**src/rtl/spi_master_ctrl_pkg.sv**
```systemverilog
// Shared constants, frame layout and FSM encoding for the SPI master that drives
// the LED-control slave.
package spi_master_ctrl_pkg;

  localparam int unsigned MASTER_FRAME_WIDTH = 24;
  localparam int unsigned BRIGHTNESS_WIDTH   = 8;
  localparam int unsigned CMD_WIDTH          = 8;
  localparam int unsigned SPIM_BIT_CNT_W     = 6;
  localparam int unsigned MASTER_CLK_NS      = 8;
  localparam int unsigned SLAVE_CLK_NS       = 10;

  localparam logic [CMD_WIDTH-1:0] CMD_NOP      = 8'h00;
  localparam logic [CMD_WIDTH-1:0] CMD_LED_SET  = 8'h01;
  localparam logic [CMD_WIDTH-1:0] CMD_LED_READ = 8'h02;
  localparam logic [7:0]           ADDR_NONE    = 8'h00;
  localparam logic [7:0]           PAYLOAD_NONE = 8'h00;

  typedef struct packed {
    logic [CMD_WIDTH-1:0] cmd;
    logic [7:0]           addr;
    logic [7:0]           payload;
  } spi_frame_t;

  typedef enum logic [2:0] {
    SPIM_IDLE  = 3'd0,
    SPIM_SETUP = 3'd1,
    SPIM_SHIFT = 3'd2,
    SPIM_HOLD  = 3'd3,
    SPIM_GAP   = 3'd4
  } spim_state_e;

  // Read frames get a response byte clocked back after the command bits.
  function automatic logic is_read_cmd(input logic [CMD_WIDTH-1:0] cmd);
    return cmd == CMD_LED_READ;
  endfunction

endpackage

```
**src/rtl/spi_master_ctrl_sclk_gen.sv**
```systemverilog
// SPI clock divider: sclk toggles every CLK_DIV sysclk cycles while enabled and
// idles low; rise_evt/fall_evt are high in the cycle whose closing edge moves sclk.
module spi_master_ctrl_sclk_gen #(
  parameter int unsigned CLK_DIV = 3
) (
  input  logic sysclk,
  input  logic rst,
  input  logic en,
  output logic sclk,
  output logic rise_evt,
  output logic fall_evt
);

  localparam int unsigned DIV_W = (CLK_DIV > 1) ? $clog2(CLK_DIV) : 1;

  logic [DIV_W-1:0] div_cnt;
  logic             last_phase_next;

  // Strobes are registered one cycle early so the controller acts on the same
  // edge that moves sclk; this needs CLK_DIV >= 2.
  assign last_phase_next = (div_cnt == DIV_W'(CLK_DIV - 2));

  always_ff @(posedge sysclk) begin
    if (rst || !en) begin
      div_cnt  <= '0;
      sclk     <= 1'b0;
      rise_evt <= 1'b0;
      fall_evt <= 1'b0;
    end else begin
      if (div_cnt == DIV_W'(CLK_DIV - 1)) begin
        div_cnt <= '0;
        sclk    <= ~sclk;
      end else begin
        div_cnt <= div_cnt + 1'b1;
      end
      rise_evt <= last_phase_next && !sclk;
      fall_evt <= last_phase_next && sclk;
    end
  end

endmodule

```
**src/rtl/spi_master_ctrl.sv**
```systemverilog
// Mode-0 MSB-first SPI master for the LED-control slave; read frames append a
// response byte returned on o_frame. Optional SPI_MASTER_DEBUG_EN exposes internals.
module spi_master_ctrl
  import spi_master_ctrl_pkg::*;
#(
  parameter int unsigned CLK_DIV      = 3,
  parameter int unsigned FRAME_WIDTH  = MASTER_FRAME_WIDTH,
  parameter int unsigned RESP_WIDTH   = BRIGHTNESS_WIDTH,
  parameter int unsigned CS_SETUP_CYC = 2,
  parameter int unsigned CS_HOLD_CYC  = 2,
  parameter int unsigned CS_IDLE_CYC  = 4
) (
  input  logic                   sysclk,
  input  logic                   rst,
  input  logic                   i_valid,
  output logic                   o_ready,
  input  logic [FRAME_WIDTH-1:0] i_frame,
  output logic                   o_done,
  output logic [RESP_WIDTH-1:0]  o_frame,
  output logic                   cs,
  output logic                   sclk,
  output logic                   mosi,
  input  logic                   miso
`ifdef SPI_MASTER_DEBUG_EN
  ,
  output logic [FRAME_WIDTH-1:0]    o_m_shift_reg_debug,
  output logic [SPIM_BIT_CNT_W-1:0] o_m_bit_cnt_debug,
  output logic [2:0]                o_m_state_debug
`endif
);

  localparam int unsigned BIT_W  = SPIM_BIT_CNT_W;
  localparam int unsigned PH_MAX =
    (CS_SETUP_CYC > CS_HOLD_CYC) ?
      ((CS_SETUP_CYC > CS_IDLE_CYC) ? CS_SETUP_CYC : CS_IDLE_CYC) :
      ((CS_HOLD_CYC  > CS_IDLE_CYC) ? CS_HOLD_CYC  : CS_IDLE_CYC);
  localparam int unsigned CNT_W  = $clog2(PH_MAX + 1);

  spim_state_e            state;
  logic [CNT_W-1:0]       cnt;
  logic [BIT_W-1:0]       bit_cnt;
  logic [BIT_W-1:0]       nbits;
  logic [FRAME_WIDTH-1:0] tx_shift;
  logic [RESP_WIDTH-1:0]  rx_shift;
  logic                   is_read;
  logic                   shift_en;
  logic                   rise_evt;
  logic                   fall_evt;

  assign shift_en = (state == SPIM_SHIFT);
  assign nbits    = is_read ? BIT_W'(FRAME_WIDTH + RESP_WIDTH) : BIT_W'(FRAME_WIDTH);

  spi_master_ctrl_sclk_gen #(
    .CLK_DIV (CLK_DIV)
  ) u_sclk_gen (
    .sysclk   (sysclk),
    .rst      (rst),
    .en       (shift_en),
    .sclk     (sclk),
    .rise_evt (rise_evt),
    .fall_evt (fall_evt)
  );

  // Frame sequencer: IDLE -> SETUP -> SHIFT -> HOLD -> GAP -> IDLE.
  always_ff @(posedge sysclk) begin
    if (rst) begin
      state    <= SPIM_GAP;
      cnt      <= '0;
      bit_cnt  <= '0;
      tx_shift <= '0;
      rx_shift <= '0;
      is_read  <= 1'b0;
      cs       <= 1'b1;
      mosi     <= 1'b0;
      o_ready  <= 1'b0;
      o_done   <= 1'b0;
      o_frame  <= '0;
    end else begin
      o_done <= 1'b0;
      case (state)
        SPIM_IDLE: begin
          if (i_valid) begin
            tx_shift <= i_frame;
            is_read  <= is_read_cmd(i_frame[FRAME_WIDTH-1 -: CMD_WIDTH]);
            mosi     <= i_frame[FRAME_WIDTH-1];
            cs       <= 1'b0;
            o_ready  <= 1'b0;
            cnt      <= '0;
            bit_cnt  <= '0;
            state    <= SPIM_SETUP;
          end
        end

        SPIM_SETUP: begin
          if (cnt == CNT_W'(CS_SETUP_CYC - 1)) begin
            cnt   <= '0;
            state <= SPIM_SHIFT;
          end else begin
            cnt <= cnt + 1'b1;
          end
        end

        SPIM_SHIFT: begin
          if (rise_evt) begin
            rx_shift <= {rx_shift[RESP_WIDTH-2:0], miso};
            bit_cnt  <= bit_cnt + 1'b1;
          end
          if (fall_evt) begin
            tx_shift <= tx_shift << 1;
            // Response bits are clocked with mosi held low.
            mosi <= (bit_cnt < BIT_W'(FRAME_WIDTH)) ? tx_shift[FRAME_WIDTH-2] : 1'b0;
            if (bit_cnt == nbits) begin
              mosi  <= 1'b0;
              cnt   <= '0;
              state <= SPIM_HOLD;
            end
          end
        end

        SPIM_HOLD: begin
          if (cnt == CNT_W'(CS_HOLD_CYC - 1)) begin
            cnt    <= '0;
            cs     <= 1'b1;
            o_done <= 1'b1;
            if (is_read) begin
              o_frame <= rx_shift;
            end
            state <= SPIM_GAP;
          end else begin
            cnt <= cnt + 1'b1;
          end
        end

        SPIM_GAP: begin
          if (cnt == CNT_W'(CS_IDLE_CYC - 1)) begin
            cnt     <= '0;
            o_ready <= 1'b1;
            state   <= SPIM_IDLE;
          end else begin
            cnt <= cnt + 1'b1;
          end
        end

        default: begin
          cs      <= 1'b1;
          mosi    <= 1'b0;
          o_ready <= 1'b0;
          cnt     <= '0;
          state   <= SPIM_GAP;
        end
      endcase
    end
  end

`ifdef SPI_MASTER_DEBUG_EN
  assign o_m_shift_reg_debug = tx_shift;
  assign o_m_bit_cnt_debug   = bit_cnt;
  assign o_m_state_debug     = state;
`endif

endmodule

```
**config.mk**
```make
export PLATFORM = sky130hd
export DESIGN_NAME = spi_master_ctrl
export DESIGN_NICKNAME = d
export VERILOG_FILES = /design/src/rtl/spi_master_ctrl_pkg.sv /design/src/rtl/spi_master_ctrl_sclk_gen.sv /design/src/rtl/spi_master_ctrl.sv
export SDC_FILE = /design/constraint.sdc
export NUM_CORES = 1
export LEC_CHECK = 0
export BUFFER_PORTS_ARGS = -buffer_cell sky130_fd_sc_hd__buf_2
export CAP_MARGIN = 20
export CELL_PAD_IN_SITES_DETAIL_PLACEMENT = 0
export CELL_PAD_IN_SITES_GLOBAL_PLACEMENT = 1
export CORE_MARGIN = 2
export CORE_UTILIZATION = 45
export DETAILED_ROUTE_END_ITERATION = 10
export PLACE_DENSITY = 0.84
export SYNTH_ARGS = -nofsm -noshare
export SYNTH_HDL_FRONTEND = slang
export SYNTH_SLANG_ARGS = --single-unit
```
**constraint.sdc**
```tcl
create_clock -name sysclk -period 4.2 [get_ports sysclk]
set_input_delay 0.63 -clock sysclk [delete_from_list [all_inputs] [get_ports sysclk]]
set_output_delay 0.63 -clock sysclk [all_outputs]
set_load 0.1 [all_outputs]
```
After elaboration in Yosys (flattened, before gate mapping) --
Cells that the tools add are included.
Cells by class: equal/unequal tests 17, reductions and logical operators 23, bitwise logic cells 5, multiplexer cells 31, $add $sub $neg 3, order comparisons 1
Operator list (number):
- 23-bit 2-to-1 mux | 2
- 23-bit case mux with 2 select lines | 1
- 3-bit 2-to-1 mux | 11
- 3-bit AND reduction | 7
- 6-bit 2-to-1 mux | 3
- 3-bit case mux with 5 select lines | 1
- 2-bit inequality test, second input constant | 7
- 3-bit case mux with 4 select lines | 1
- 6-bit case mux with 2 select lines | 1
- 3-bit by 2-bit == test with 1-bit output, second input constant | 3
- 1-bit case mux with 3 select lines | 3
- 3-bit OR reduction | 3
- 8-bit by 2-bit == test with 1-bit output, second input constant | 1
- 1-bit 2-to-1 mux | 8
- 6-bit by 1-bit adder with 6-bit output, second input constant | 1
- 3-bit by 1-bit == test with 1-bit output, second input constant | 2
- 6-bit == test | 1
- 6-bit by 5-bit < comparator with 1-bit output, second input constant | 1
- 6-bit AND reduction | 1
- 2-bit OR reduction | 3
- 1-bit inverter | 5
- 2-bit AND reduction | 2
- 3-bit by 1-bit adder with 3-bit output, second input constant | 1
- 3-bit == test, second input constant | 1
- 8 further kinds | 10
Word-level totals: word-level logic and storage cells 95, bits in registers 61, output and inout port bits 13, input port bits 28

Longest topological paths before layout --
word-level depth 5, mapped depth 7, depth with buffers taken out 6

Modules after synthesis --
From an unflattened synthesis, not the netlist that was laid out.
Unflattened totals: cells, all modules 327, area, all modules 2728.9 um^2
By module, submodules not included:
- spi_master_ctrl | seq. area each 1121.1 um^2, times used 1, cells an instance 310, area each 2539.9 um^2
- spi_master_ctrl_sclk_gen | seq. area each 100.1 um^2, times used 1, cells an instance 17, area each 188.9 um^2

Least setup slack after synthesis --
OpenSTA, ideal clock, no wires.
kind reg2out, from register u_sclk_gen.sclk, to output port sclk, path buffers 0, required time 3.570 ns, arrival time 0.965 ns, slack 2.605 ns, stages on the path, launching flop included 1, cells stage by stage dfxtp_1
RTL lines:
- start: declaration | RTL line spi_master_ctrl_sclk_gen.sv:9 | output logic sclk,
- start signal: assignment | RTL line spi_master_ctrl_sclk_gen.sv:32 | sclk <= ~sclk;
- end: declaration | RTL line spi_master_ctrl.sv:21 | output logic sclk,
No word-level cell between the ends.

Worst setup path after layout --
from register state[1], to register rx_shift[2]
On the way: word-level cells in the longest chain between the ends 2
Ends and longest elaborated chain:
- start: declaration | RTL line spi_master_ctrl.sv:39 | spim_state_e state;
- start signal: assignment | RTL line spi_master_ctrl.sv:67 | state <= SPIM_GAP;
- start signal: assignment | RTL line spi_master_ctrl.sv:90 | state <= SPIM_SETUP;
- start signal: assignment | RTL line spi_master_ctrl.sv:97 | state <= SPIM_SHIFT;
- 3-bit by 2-bit == test with 1-bit output | RTL line spi_master_ctrl.sv:80 | case (state)
- 2-bit AND reduction (no line)
- end signal: assignment | RTL line spi_master_ctrl.sv:105 | rx_shift <= {rx_shift[RESP_WIDTH-2:0], miso};
- end: declaration | RTL line spi_master_ctrl.sv:44 | logic [RESP_WIDTH-1:0] rx_shift;
No other way between the ends. A chain may end at the register's enable or synchronous reset.

==> impl.org <==
** Critical path
- Walking the worst path, the cells encountered are nor3b_4, and2_1, nand2_1, a21oi_1.
- Endpoint kind of the worst setup timing path :: flop
- The largest single stage delay on the critical path is 0.82 ns.
- For the worst setup path, the data arrival time is 2.42 ns.
- The number of buffers and inverters on the critical path is 0.
- Kind of cell adding the most delay to the critical path :: simple AND/OR/NAND/NOR gates
- Worst setup SP type :: flop
- Highest net fanout along the worst path :: 24
- Category of the critical setup timing path :: reg -> reg
- Worst path required time :: 4.47 ns
- The largest individual stage delay along the critical path comes from the cell nor3b_4.
- Measured in cells, the most critical reg-to-reg path has a length of 4.
- In this run the number of cells on the critical path is 4.

** Synth
- In the synthesized netlist, the cells that appear most often are nand2_1 (66), dfxtp_1 (61), nor2_1 (43), a311oi_1 (16), a21oi_1 (15).
- Ranked by total cell area, the synthesized netlist is headed by dfxtp_1 (44%), nand2_1 (9.0%), nor2_1 (5.9%), a311oi_1 (5.1%), ha_1 (3.6%).
- Yosys printed 0 warnings.
- Post-synthesis average cell area :: 8.69 sq um
- The synthesized design contains 61 register bits.
- The share of the Yosys chip area taken by registers is 44.3%.
- Gate Count Post-Synth :: 317
- Ys flop type :: dfxtp_1
- Share of the synthesized area in the top cell type :: 44.3%
- Syn nets :: 353
- By instance count, the leading cell after synthesis is nand2_1.
- Post-synth EDFFs :: 0
- Synth Cell Area :: 0.00276 sq mm
- Biggest area consumer among synthesized cells :: dfxtp_1
- Share of flip-flops with an asynchronous set or reset :: 0%
- Count of unique library cells instantiated by Yosys :: 47

** Global route
- GRT Overall Usage :: 17.2%
- Number of global-route vias before repair :: 1,939
- Total congestion overflow after global routing :: 0
- Initial antenna violation count :: 0
- Wire length of the first global-routing pass :: 8.76 mm
- Entering global routing, the biggest net connects 60 pins.

** Placed design
- HPWL after detailed placement :: 3.57 mm
- Gp weighted congestion :: 0.753
- Buffers placed on the I/O ports in this run total 40.
- OpenSTA, run right after detailed placement, puts the worst setup slack at 1.86 ns.

** Floorplanning
- The floorplan has 28 rows.
- The die covers 0.00676 sq mm.
- Die outline height :: 82.2 um
- The die is 82.2 um wide.
- 41 I/O pins were placed.
- Once the floorplan was initialized, standard cells occupied 46.5% of the core.
- Standard cell core area :: 0.00592 sq mm

** CTS
- TritonCTS built the clock tree.
- For this design, the CTS-stage hold fixing added 0 buffers.
- Maximum buffer depth of the clock tree :: 2
- The later pin in the worst-skew pair is clocked with a latency of 0.34 ns.
- The tree is rooted in a clkbuf_8.
- Clock-pin slew on the worst setup and hold paths :: 0.07 ns
- The H-tree was split into 3 levels.
- Count of clock tree sinks :: 61
- In this run the post-CTS setup repair buffer count came out at 0.
- After clock tree synthesis, the repair step resized 0 gates.
- Clock buffer count from CTS :: 9

** Route
- Before antenna repair, the detailed router went through 4 iterations.
- Per-cell via count in the routed design :: 5.10
- Routed length per instance :: 12.4 um
- Remaining routing DRC violations :: 0
- For this block, the routed nets add up to 5.32 mm of wire.
- Initial detailed-routing violation count :: 107
- The count of nets left with antenna violations once routing finished came out at 0.
- The detailed router placed 2,184 vias in this run.

** Hold path
- Hold crit path type :: reg -> reg
- The worst hold path was traced through 2 stages.

** Timing
- The final hold violation count was 0.
- Setup repair after global routing missed its margin :: no
- Share of the clock period used by the worst path :: 51.3%
- Final worst slack :: 2.05 ns
- Slew of the pin with the lowest slew margin :: 0.879 ns
- Max Clock Freq :: 0.465 GHz
- Final critical delay including setup and external delays :: 2.15 ns
- Worst rel slew slack :: 41.3%
- Count of endpoints failing setup in the final report :: 0
- Total Negative Setup Slacks :: 0 ns
- Worst-case clock skew :: 0.00965 ns
- Final Slew Violations :: 0
- Worst hold-check slack :: 0.460 ns

** Finish
- The area growth from synthesis to layout is 14.4%.
- Fraction of final layout cells with drive strength greater than 1 :: 20.1%
- Nets@finish :: 384
- Counting the fill cells in the layout gives 570.
- Total inserted antenna cells :: 0

** Flow run
- Number of max-cap violations :: 0

** Pwr
- Part of the total power dissipated in sequential elements :: 50.2%
- Cell area power density :: 411 mW/mm^2
- The worst-case IR drop observed on VDD is 0.000197 V.
- NetSw :: 388 uW
- Of the total power, combinational logic draws 14.3%.
- Leakage power summed over all cells :: 1.16 nW
- The internal power of the cells totals 906 uW.
- The clock network burns 35.5% of the power.
- Net switching is 30.0% of the power.

** Status
- The run finished with clean final reports.
## per-layer routing
| layer | vias to the layer above | wire length, um | GRT usage [%] |
|---|---|---|---|
| met5 | - | 0 | 0 |
| met4 | 0 | 75 | 8.00 |
| met3 | 6 | 209 | 5.76 |
| met2 | 37 | 2440 | 27.7 |
| met1 | 982 | 2600 | 20.7 |
| li1 | 1159 | - | - |
## registers in the layout, indices dropped and copies added (netlist names)
| register | cells |
|---|---|
| bit_cnt | 6 |
| cnt | 3 |
| cs | 1 |
| is_read | 1 |
| mosi | 1 |
| o_done | 1 |
| o_frame | 8 |
| o_ready | 1 |
| rx_shift | 8 |
| state | 3 |
| tx_shift | 23 |
| u_sclk_gen.div_cnt | 2 |
| u_sclk_gen.fall_evt | 1 |
| u_sclk_gen.rise_evt | 1 |
| u_sclk_gen.sclk | 1 |
## kinds of logic after synthesis
kind of cell / Yosys count / synth area share [%]
mux: 10 / 3.68
flops: 61 / 44.3
compound gates: 49 / 14.2
xor+xnor: 6 / 1.91
fa+ha+maj: 8 / 3.63
simple gates: 154 / 26.9
buf+inv: 29 / 5.31
## placed cells by master (no fill, tap or decap), drive strengths merged, types with 4 or more instances in the layout
cell / count
nor2: 44
dfxtp: 61
ha: 8
buf: 42
inv: 8
clkinv: 4
nand2b: 8
xor2: 5
nand2: 67
a311oi: 22
mux2i: 9
nor3: 5
a21oi: 15
clkbuf: 9
## power groups by stage
| stage | Sequential [mW] | Clock (mW) | Combinational, mW |
|---|---|---|---|
| 3_3_place_gp | 0.662 | 0 | 0.177 |
| 3_5_place_dp | 0.663 | 0 | 0.180 |
| 4_1_cts | 0.650 | 0.475 | 0.181 |
| 6_report | 0.650 | 0.460 | 0.185 |
| 2_1_floorplan | 0.668 | 0 | 0.139 |
| 5_1_grt | 0.655 | 0.506 | 0.205 |
## stage by stage
stage          power [mW]  cells  util [%]  instance area [sq um]
2_1_floorplan       0.807    317         -                   2760
3_3_place_gp        0.839    410      49.6                   2940
3_5_place_dp        0.844    410      49.6                   2940
4_1_cts              1.31    426      52.6                   3110
5_1_grt              1.37    428      53.2                   3150
6_report             1.29    428      53.2                   3150
## final timing paths
check / slack [ns] / start / endpoint
max: 2.05 / state[1] / rx_shift[2]
min: 0.46 / rx_shift[7] / rx_shift[7]
min reg2reg: 0.46 / rx_shift[7] / rx_shift[7]
max reg2reg: 2.05 / state[1] / rx_shift[2]
## cell type report
type	instances	area (sq um)	area share, %
Timing Repair Buffer	42	240	7.62
Sequential cell	61	1220	38.7
Multi-Input combinational cell	227	1400	44.3
Clock inverter	7	51.3	1.63
Clock buffer	9	124	3.93
Tap cell	75	93.8	2.98
Inverter	7	26.3	0.834
## tightest hold or removal path: stages (launching register included)
cell and delay [ns]:
dfxtp_1 0.31, nand2_1 0.05, a21oi_1 0.05
Note: power is estimated with default switching activity, not from simulation.
